**config.mk**
```make
export PLATFORM = sky130hd
export DESIGN_NAME = alu_181_pipelined
export DESIGN_NICKNAME = d
export VERILOG_FILES = /design/src/rtl/alu_181_pipelined.sv
export SDC_FILE = /design/constraint.sdc
export NUM_CORES = 1
export LEC_CHECK = 0
export ABC_AREA = 1
export BUFFER_PORTS_ARGS = -buffer_cell sky130_fd_sc_hd__buf_4
export CELL_PAD_IN_SITES_DETAIL_PLACEMENT = 1
export CELL_PAD_IN_SITES_GLOBAL_PLACEMENT = 1
export CORE_ASPECT_RATIO = 2
export CORE_MARGIN = 2
export CORE_UTILIZATION = 39
export CTS_BUF_LIST = sky130_fd_sc_hd__clkbuf_8
export DETAILED_ROUTE_END_ITERATION = 16
export HOLD_SLACK_MARGIN = 0.05
export PLACE_DENSITY_LB_ADDON = 0.15
export SLEW_MARGIN = 20
export SYNTH_ARGS = -nofsm -noshare
export SYNTH_HDL_FRONTEND = slang
export SYNTH_SLANG_ARGS = --single-unit
```
**constraint.sdc**
```tcl
create_clock -name clk -period 3.2 [get_ports clk]
set_input_delay 0.64 -clock clk [delete_from_list [all_inputs] [get_ports clk]]
set_output_delay 0.64 -clock clk [all_outputs]
set_load 0.05 [all_outputs]
```
**src/rtl/alu_181_pipelined.sv**
```systemverilog
// Two-stage pipelined 74181-style ALU with valid/ready handshakes on both sides
// and an internal accumulator that can stand in for operand A.
module alu_181_pipelined #(
  parameter int unsigned      WIDTH     = 8,
  parameter logic [WIDTH-1:0] ACC_RESET = '0
) (
  input  logic             clk,
  input  logic             reset_n,
  input  logic             in_valid,
  output logic             in_ready,
  input  logic [WIDTH-1:0] a,
  input  logic [WIDTH-1:0] b,
  input  logic [3:0]       select,
  input  logic             mode_control,
  input  logic             carry_in,
  input  logic             acc_sel,
  input  logic             acc_write,
  output logic             out_valid,
  input  logic             out_ready,
  output logic [WIDTH-1:0] function_output,
  output logic             carry_out,
  output logic             overflow,
  output logic             comparator_output,
  output logic             zero_flag,
  output logic [WIDTH-1:0] accumulator
);

  logic             r_run;
  logic             r_s1_valid;
  logic [WIDTH-1:0] r_s1_a;
  logic [WIDTH-1:0] r_s1_b;
  logic [3:0]       r_s1_sel;
  logic             r_s1_mode;
  logic             r_s1_carry_in;
  logic             r_s1_acc_sel;
  logic             r_s1_acc_write;

  logic             r_s2_valid;
  logic [WIDTH-1:0] r_f;
  logic             r_cout;
  logic             r_ovf;
  logic             r_cmp;
  logic             r_zero;
  logic [WIDTH-1:0] r_acc;

  logic             w_s1_advance;
  logic             w_in_fire;
  logic [WIDTH-1:0] w_op_a;
  logic [WIDTH-1:0] w_nb;
  logic [WIDTH-1:0] w_logic;
  logic [WIDTH-1:0] w_x;
  logic [WIDTH-1:0] w_y;
  logic [WIDTH:0]   w_sum;
  logic             w_cin;
  logic [WIDTH-1:0] w_f;
  logic             w_cout;
  logic             w_ovf;

  // r_run keeps in_ready low until the first clock after reset release
  assign w_s1_advance = r_s1_valid & (~r_s2_valid | out_ready);
  assign in_ready     = r_run & (~r_s1_valid | w_s1_advance);
  assign w_in_fire    = in_valid & in_ready;

  assign w_op_a = r_s1_acc_sel ? r_acc : r_s1_a;
  assign w_nb   = ~r_s1_b;
  assign w_cin  = ~r_s1_carry_in;

  always_comb begin
    w_logic = '0;
    case (r_s1_sel)
      4'h0: w_logic = ~w_op_a;
      4'h1: w_logic = ~(w_op_a | r_s1_b);
      4'h2: w_logic = ~w_op_a & r_s1_b;
      4'h3: w_logic = '0;
      4'h4: w_logic = ~(w_op_a & r_s1_b);
      4'h5: w_logic = w_nb;
      4'h6: w_logic = w_op_a ^ r_s1_b;
      4'h7: w_logic = w_op_a & w_nb;
      4'h8: w_logic = ~w_op_a | r_s1_b;
      4'h9: w_logic = ~(w_op_a ^ r_s1_b);
      4'hA: w_logic = r_s1_b;
      4'hB: w_logic = w_op_a & r_s1_b;
      4'hC: w_logic = '1;
      4'hD: w_logic = w_op_a | w_nb;
      4'hE: w_logic = w_op_a | r_s1_b;
      default: w_logic = w_op_a;
    endcase
  end

  // Arithmetic ops are expressed as X + Y + cin; "-1" is an all-ones Y
  always_comb begin
    w_x = w_op_a;
    w_y = '0;
    case (r_s1_sel)
      4'h0: begin w_x = w_op_a;            w_y = '0;                 end
      4'h1: begin w_x = w_op_a | r_s1_b;   w_y = '0;                 end
      4'h2: begin w_x = w_op_a | w_nb;     w_y = '0;                 end
      4'h3: begin w_x = '0;                w_y = '1;                 end
      4'h4: begin w_x = w_op_a;            w_y = w_op_a & w_nb;      end
      4'h5: begin w_x = w_op_a | r_s1_b;   w_y = w_op_a & w_nb;      end
      4'h6: begin w_x = w_op_a;            w_y = w_nb;               end
      4'h7: begin w_x = w_op_a & w_nb;     w_y = '1;                 end
      4'h8: begin w_x = w_op_a;            w_y = w_op_a & r_s1_b;    end
      4'h9: begin w_x = w_op_a;            w_y = r_s1_b;             end
      4'hA: begin w_x = w_op_a | w_nb;     w_y = w_op_a & r_s1_b;    end
      4'hB: begin w_x = w_op_a & r_s1_b;   w_y = '1;                 end
      4'hC: begin w_x = w_op_a;            w_y = w_op_a;             end
      4'hD: begin w_x = w_op_a | r_s1_b;   w_y = w_op_a;             end
      4'hE: begin w_x = w_op_a | w_nb;     w_y = w_op_a;             end
      default: begin w_x = w_op_a;         w_y = '1;                 end
    endcase
  end

  assign w_sum = {1'b0, w_x} + {1'b0, w_y} + {{WIDTH{1'b0}}, w_cin};

  always_comb begin
    w_f    = w_sum[WIDTH-1:0];
    w_cout = ~w_sum[WIDTH];
    w_ovf  = (w_x[WIDTH-1] == w_y[WIDTH-1]) && (w_sum[WIDTH-1] != w_x[WIDTH-1]);
    if (r_s1_mode) begin
      w_f    = w_logic;
      w_cout = 1'b1;
      w_ovf  = 1'b0;
    end
  end

  always_ff @(posedge clk or negedge reset_n) begin
    if (!reset_n) begin
      r_run          <= 1'b0;
      r_s1_valid     <= 1'b0;
      r_s1_a         <= '0;
      r_s1_b         <= '0;
      r_s1_sel       <= '0;
      r_s1_mode      <= 1'b0;
      r_s1_carry_in  <= 1'b0;
      r_s1_acc_sel   <= 1'b0;
      r_s1_acc_write <= 1'b0;
    end else begin
      r_run <= 1'b1;
      if (w_in_fire) begin
        r_s1_valid     <= 1'b1;
        r_s1_a         <= a;
        r_s1_b         <= b;
        r_s1_sel       <= select;
        r_s1_mode      <= mode_control;
        r_s1_carry_in  <= carry_in;
        r_s1_acc_sel   <= acc_sel;
        r_s1_acc_write <= acc_write;
      end else if (w_s1_advance) begin
        r_s1_valid <= 1'b0;
      end
    end
  end

  // Accumulator updates on the same edge S1 hands off, so the next op in S1 sees it
  always_ff @(posedge clk or negedge reset_n) begin
    if (!reset_n) begin
      r_s2_valid <= 1'b0;
      r_f        <= '0;
      r_cout     <= 1'b1;
      r_ovf      <= 1'b0;
      r_cmp      <= 1'b0;
      r_zero     <= 1'b0;
      r_acc      <= ACC_RESET;
    end else begin
      if (w_s1_advance) begin
        r_s2_valid <= 1'b1;
        r_f        <= w_f;
        r_cout     <= w_cout;
        r_ovf      <= w_ovf;
        r_cmp      <= &w_f;
        r_zero     <= ~|w_f;
        if (r_s1_acc_write) r_acc <= w_f;
      end else if (out_ready) begin
        r_s2_valid <= 1'b0;
      end
    end
  end

  assign out_valid         = r_s2_valid;
  assign function_output   = r_f;
  assign carry_out         = r_cout;
  assign overflow          = r_ovf;
  assign comparator_output = r_cmp;
  assign zero_flag         = r_zero;
  assign accumulator       = r_acc;

endmodule

```
==> reports/metrics.cfg <==
[floorplan]
die-area_mm2 = 0.01173
die_height_um = 151.2
start_util_pct = 40.07
ios = 50
die_w_um = 77.60
core_area_mm2 = 0.01054
rows = 53

[global_route]
antenna_found_initial = 0
grt_pass1_wl_um = 29530
track_usage_pct = 33.25
grt_overflow = 0
grt_pass1_vias = 5699
grt_max_degree = 48

[setup_path]
critPathLaunchType = register
cp_num_cells = 19
r2r_setup_slack_ns = -0.21
rr_startpoint = r_s1_acc_sel
worstPathArrival_ns = 3.66
slowest_delay_ns = 0.47
worstSetupPathType = reg2reg
crit_chain = buf_6 > o21ai_4 > ha_2 > nand3_2 > o21ai_2 > a221oi_2 > o211ai_1 > fa_2 > inv_2 > fa_2 > o31ai_4 > nor2_2 > nor3_4 > inv_1 > nand2_2 > nand2_1 > nor2_1 > nand3_1 > nand2_1
worstPathRequired_ns = 3.45
critPathLaunch = r_s1_acc_sel
critPathBufInv = 3
slowest_stage = dfrtp_2
crit_family = adder cells
worstPathMaxFanout = 5
r2r_end = comparator_output
endpoint = comparator_output
end_kind = register
reg2reg_depth = 19

[sta]
timing.final.max_slew_violations = 0
layout_min_cycle_time_ns = 3.410
setup_viol = 8
finalCritPeriodShare_pct = 106.6
worst_slack_ns = -0.2102
slew_headroom_pct = 54.59
hold_viol = 0
worst_pin_slew_ns = 0.6804
rsz0062_at_grt = yes
finalClockSkew_ns = 0.02887
fmax_mhz = 293.2

[cts]
cts_root_buffer = clkbuf_8
clock_sinks = 47
cts_hold_buf = 0
clk_latency_ns = 0.33
cts_tree = yes
clockBufferDepth = 2
clk_pin_slew_ns = 0.12
numCtsBuffers = 5
htreeDepth = 2

[run]
drv_cap = 0

[finish]
insertedDiodeCount = 0
final_cell_area_mm2 = 0.006010
final_util_pct = 57.00
drive_above_1_share_pct = 34.80
fin_nets = 864
syn_to_final_growth_pct = 42.23

[synthesis]
ys.flop_type = dfrtp_1
syn_avg_cell_area_um2 = 6.581
synthCells = 642
synth.most_common_cell = nand2_1
yosys.area.top_type = dfrtp_1
yosysTopAreaCellShare_pct = 27.24
netlist_area_mm2 = 0.004225
ys_seq_area_share_pct = 27.86
ys_top_cells_by_area = dfrtp_1 (27%), nand2_1 (15%), ha_1 (12%), nor2_1 (8.8%), inv_1 (6.2%)
synth_edf_count = 0
postSynth.asyncResetShare_pct = 100.0
synth_warnings = 0
ys_types = 39
ys_ff_latch = 47
syn_nets = 711
synth_common_cells = nand2_1 (174), nor2_1 (99), inv_1 (70)

[place]
portBuffers = 49
gp_congestion = 1.043
placed_area_mm2 = 0.005434
dp_slack_ns = -0.6568
dp_hpwl_um = 14870

[routing]
vias = 5236
drtAntennaViolNets = 0
first_pass_iters = 4
drt_iter0_drc = 222
vias_per_cell = 5.612
wirelength_um = 19810
wl_per_cell_um = 21.23
post-route-drc-count = 0

[pwr]
switchingPower_w = 0.002628
p_leak_nw = 3.034
totalPowerFinal_w = 0.005120
swShare_pct = 51.34
ir_drop_mv = 0.6429
internal_power_w = 0.002492
power_density_mw_per_mm2 = 852.0
p_clk_share_pct = 9.4
seqPwrFrac_pct = 17.4
pwr-share-comb_pct = 73.1

[status]
status = finished, violations left
violations = setup timing

[hold_path]
hold_path_class = in2async

[flip-flops by register name, indices dropped and copies added (netlist names)]
name               cells
accumulator            8
carry_out              1
comparator_output      1
function_output        8
out_valid              1
overflow               1
r_run                  1
r_s1_a                 8
r_s1_acc_sel           1
r_s1_acc_write         1
r_s1_b                 8
r_s1_carry_in          1
r_s1_mode              1
r_s1_sel               4
r_s1_valid             1
zero_flag              1
[cells by family (layout without fill, tap and decap cells)]
kind of cell / count (synthesis) / after routing / synth area share [%]
muxes: 9 / 9 / 2.399
and+or+nand+nor: 332 / 332 / 32.28
adders and majority gates: 41 / 41 / 12.50
buffers and inverters: 94 / 248 / 8.558
AOI/OAI and AO/OA: 117 / 117 / 16.11
xor gates and xnor gates: 1 / 1 / 0.2073
DFF: 47 / 47 / 27.86
other: 1 / 1 / 0.08875
[timing repair]
action	4_1_cts	5_1_grt
endpoints found under the setup margin	17	16
buffers inserted	4	10
hold endpoints to repair	0	0
resized for setup	74	39
gates cloned	1	0
pin swaps	36	25
[layout make-up]
cell class              count  area (um2)
clock buffers               5       68.82
clock inverters             3       46.29
fillers                  1381        4534
inverters                  79       296.5
multi-input cells         501        3008
flip-flops and latches     47        1182
well taps                 137       171.4
repair buffers            161        1236
[per-stage QoR]
step | TNS [ns] | std cells | hold WS, ns
floorplan | 0 | 642 | 0.3444
global placement | -2.376 | 910 | 0.4737
detailed placement | -3.655 | 910 | 0.4810
CTS | 0 | 923 | 0.3454
global route | -2.636 | 933 | 0.3652
finish | -0.9399 | 933 | 0.3099
[cell usage in the layout (no fill, tap or decap), types with 5 or more instances in the layout]
| master | netlist | final |
|---|---|---|
| nor2_4 | 3 | 5 |
| ha_1 | 39 | 24 |
| o21ai_2 | 1 | 8 |
| clkbuf_8 | 0 | 5 |
| buf_4 | 0 | 156 |
| dfrtp_1 | 46 | 42 |
| o22ai_1 | 9 | 7 |
| inv_2 | 7 | 19 |
| o211ai_1 | 9 | 9 |
| mux2_2 | 9 | 9 |
| nand3_1 | 36 | 32 |
| a21oi_1 | 32 | 28 |
| ha_2 | 0 | 12 |
| a31oi_1 | 7 | 6 |
| nand2_2 | 2 | 15 |
| nand2_1 | 174 | 160 |
| inv_1 | 70 | 58 |
| o21ai_1 | 6 | 13 |
| nor2_1 | 99 | 96 |
| o21ai_0 | 38 | 21 |
| nand4_1 | 7 | 7 |
[layer usage]
metal / vias to the layer above / wire (um) / global-route usage, %
met5: - / 0 / 0
li1: 2393 / - / -
met4: 0 / 1734 / 24.11
met3: 104 / 742 / 3.993
met2: 185 / 10760 / 64.57
met1: 2554 / 6569 / 31.01
[how the worst min path moves through the flow]
stage | startpoint | endpoint | depth (start not counted)
after global placement | comparator_output | comparator_output | 2
after global routing | reset_n | r_s1_b[3] | 1
after detailed placement | comparator_output | comparator_output | 2
final | reset_n | r_s1_b[3] | 1
after floorplan | reset_n | accumulator[0] | 0
after CTS | reset_n | r_s1_b[3] | 1
[power groups by stage]
stage / Sequential (W) / Combinational (W) / Clock (W)
floorplan: 0.00126 / 0.00133 / 0
global placement: 0.000880 / 0.00298 / 0
detailed placement: 0.000886 / 0.00308 / 0
CTS: 0.000886 / 0.00337 / 0.000493
global route: 0.000908 / 0.00400 / 0.000502
finish: 0.000892 / 0.00375 / 0.000484
(Power assumes the default switching activity.)
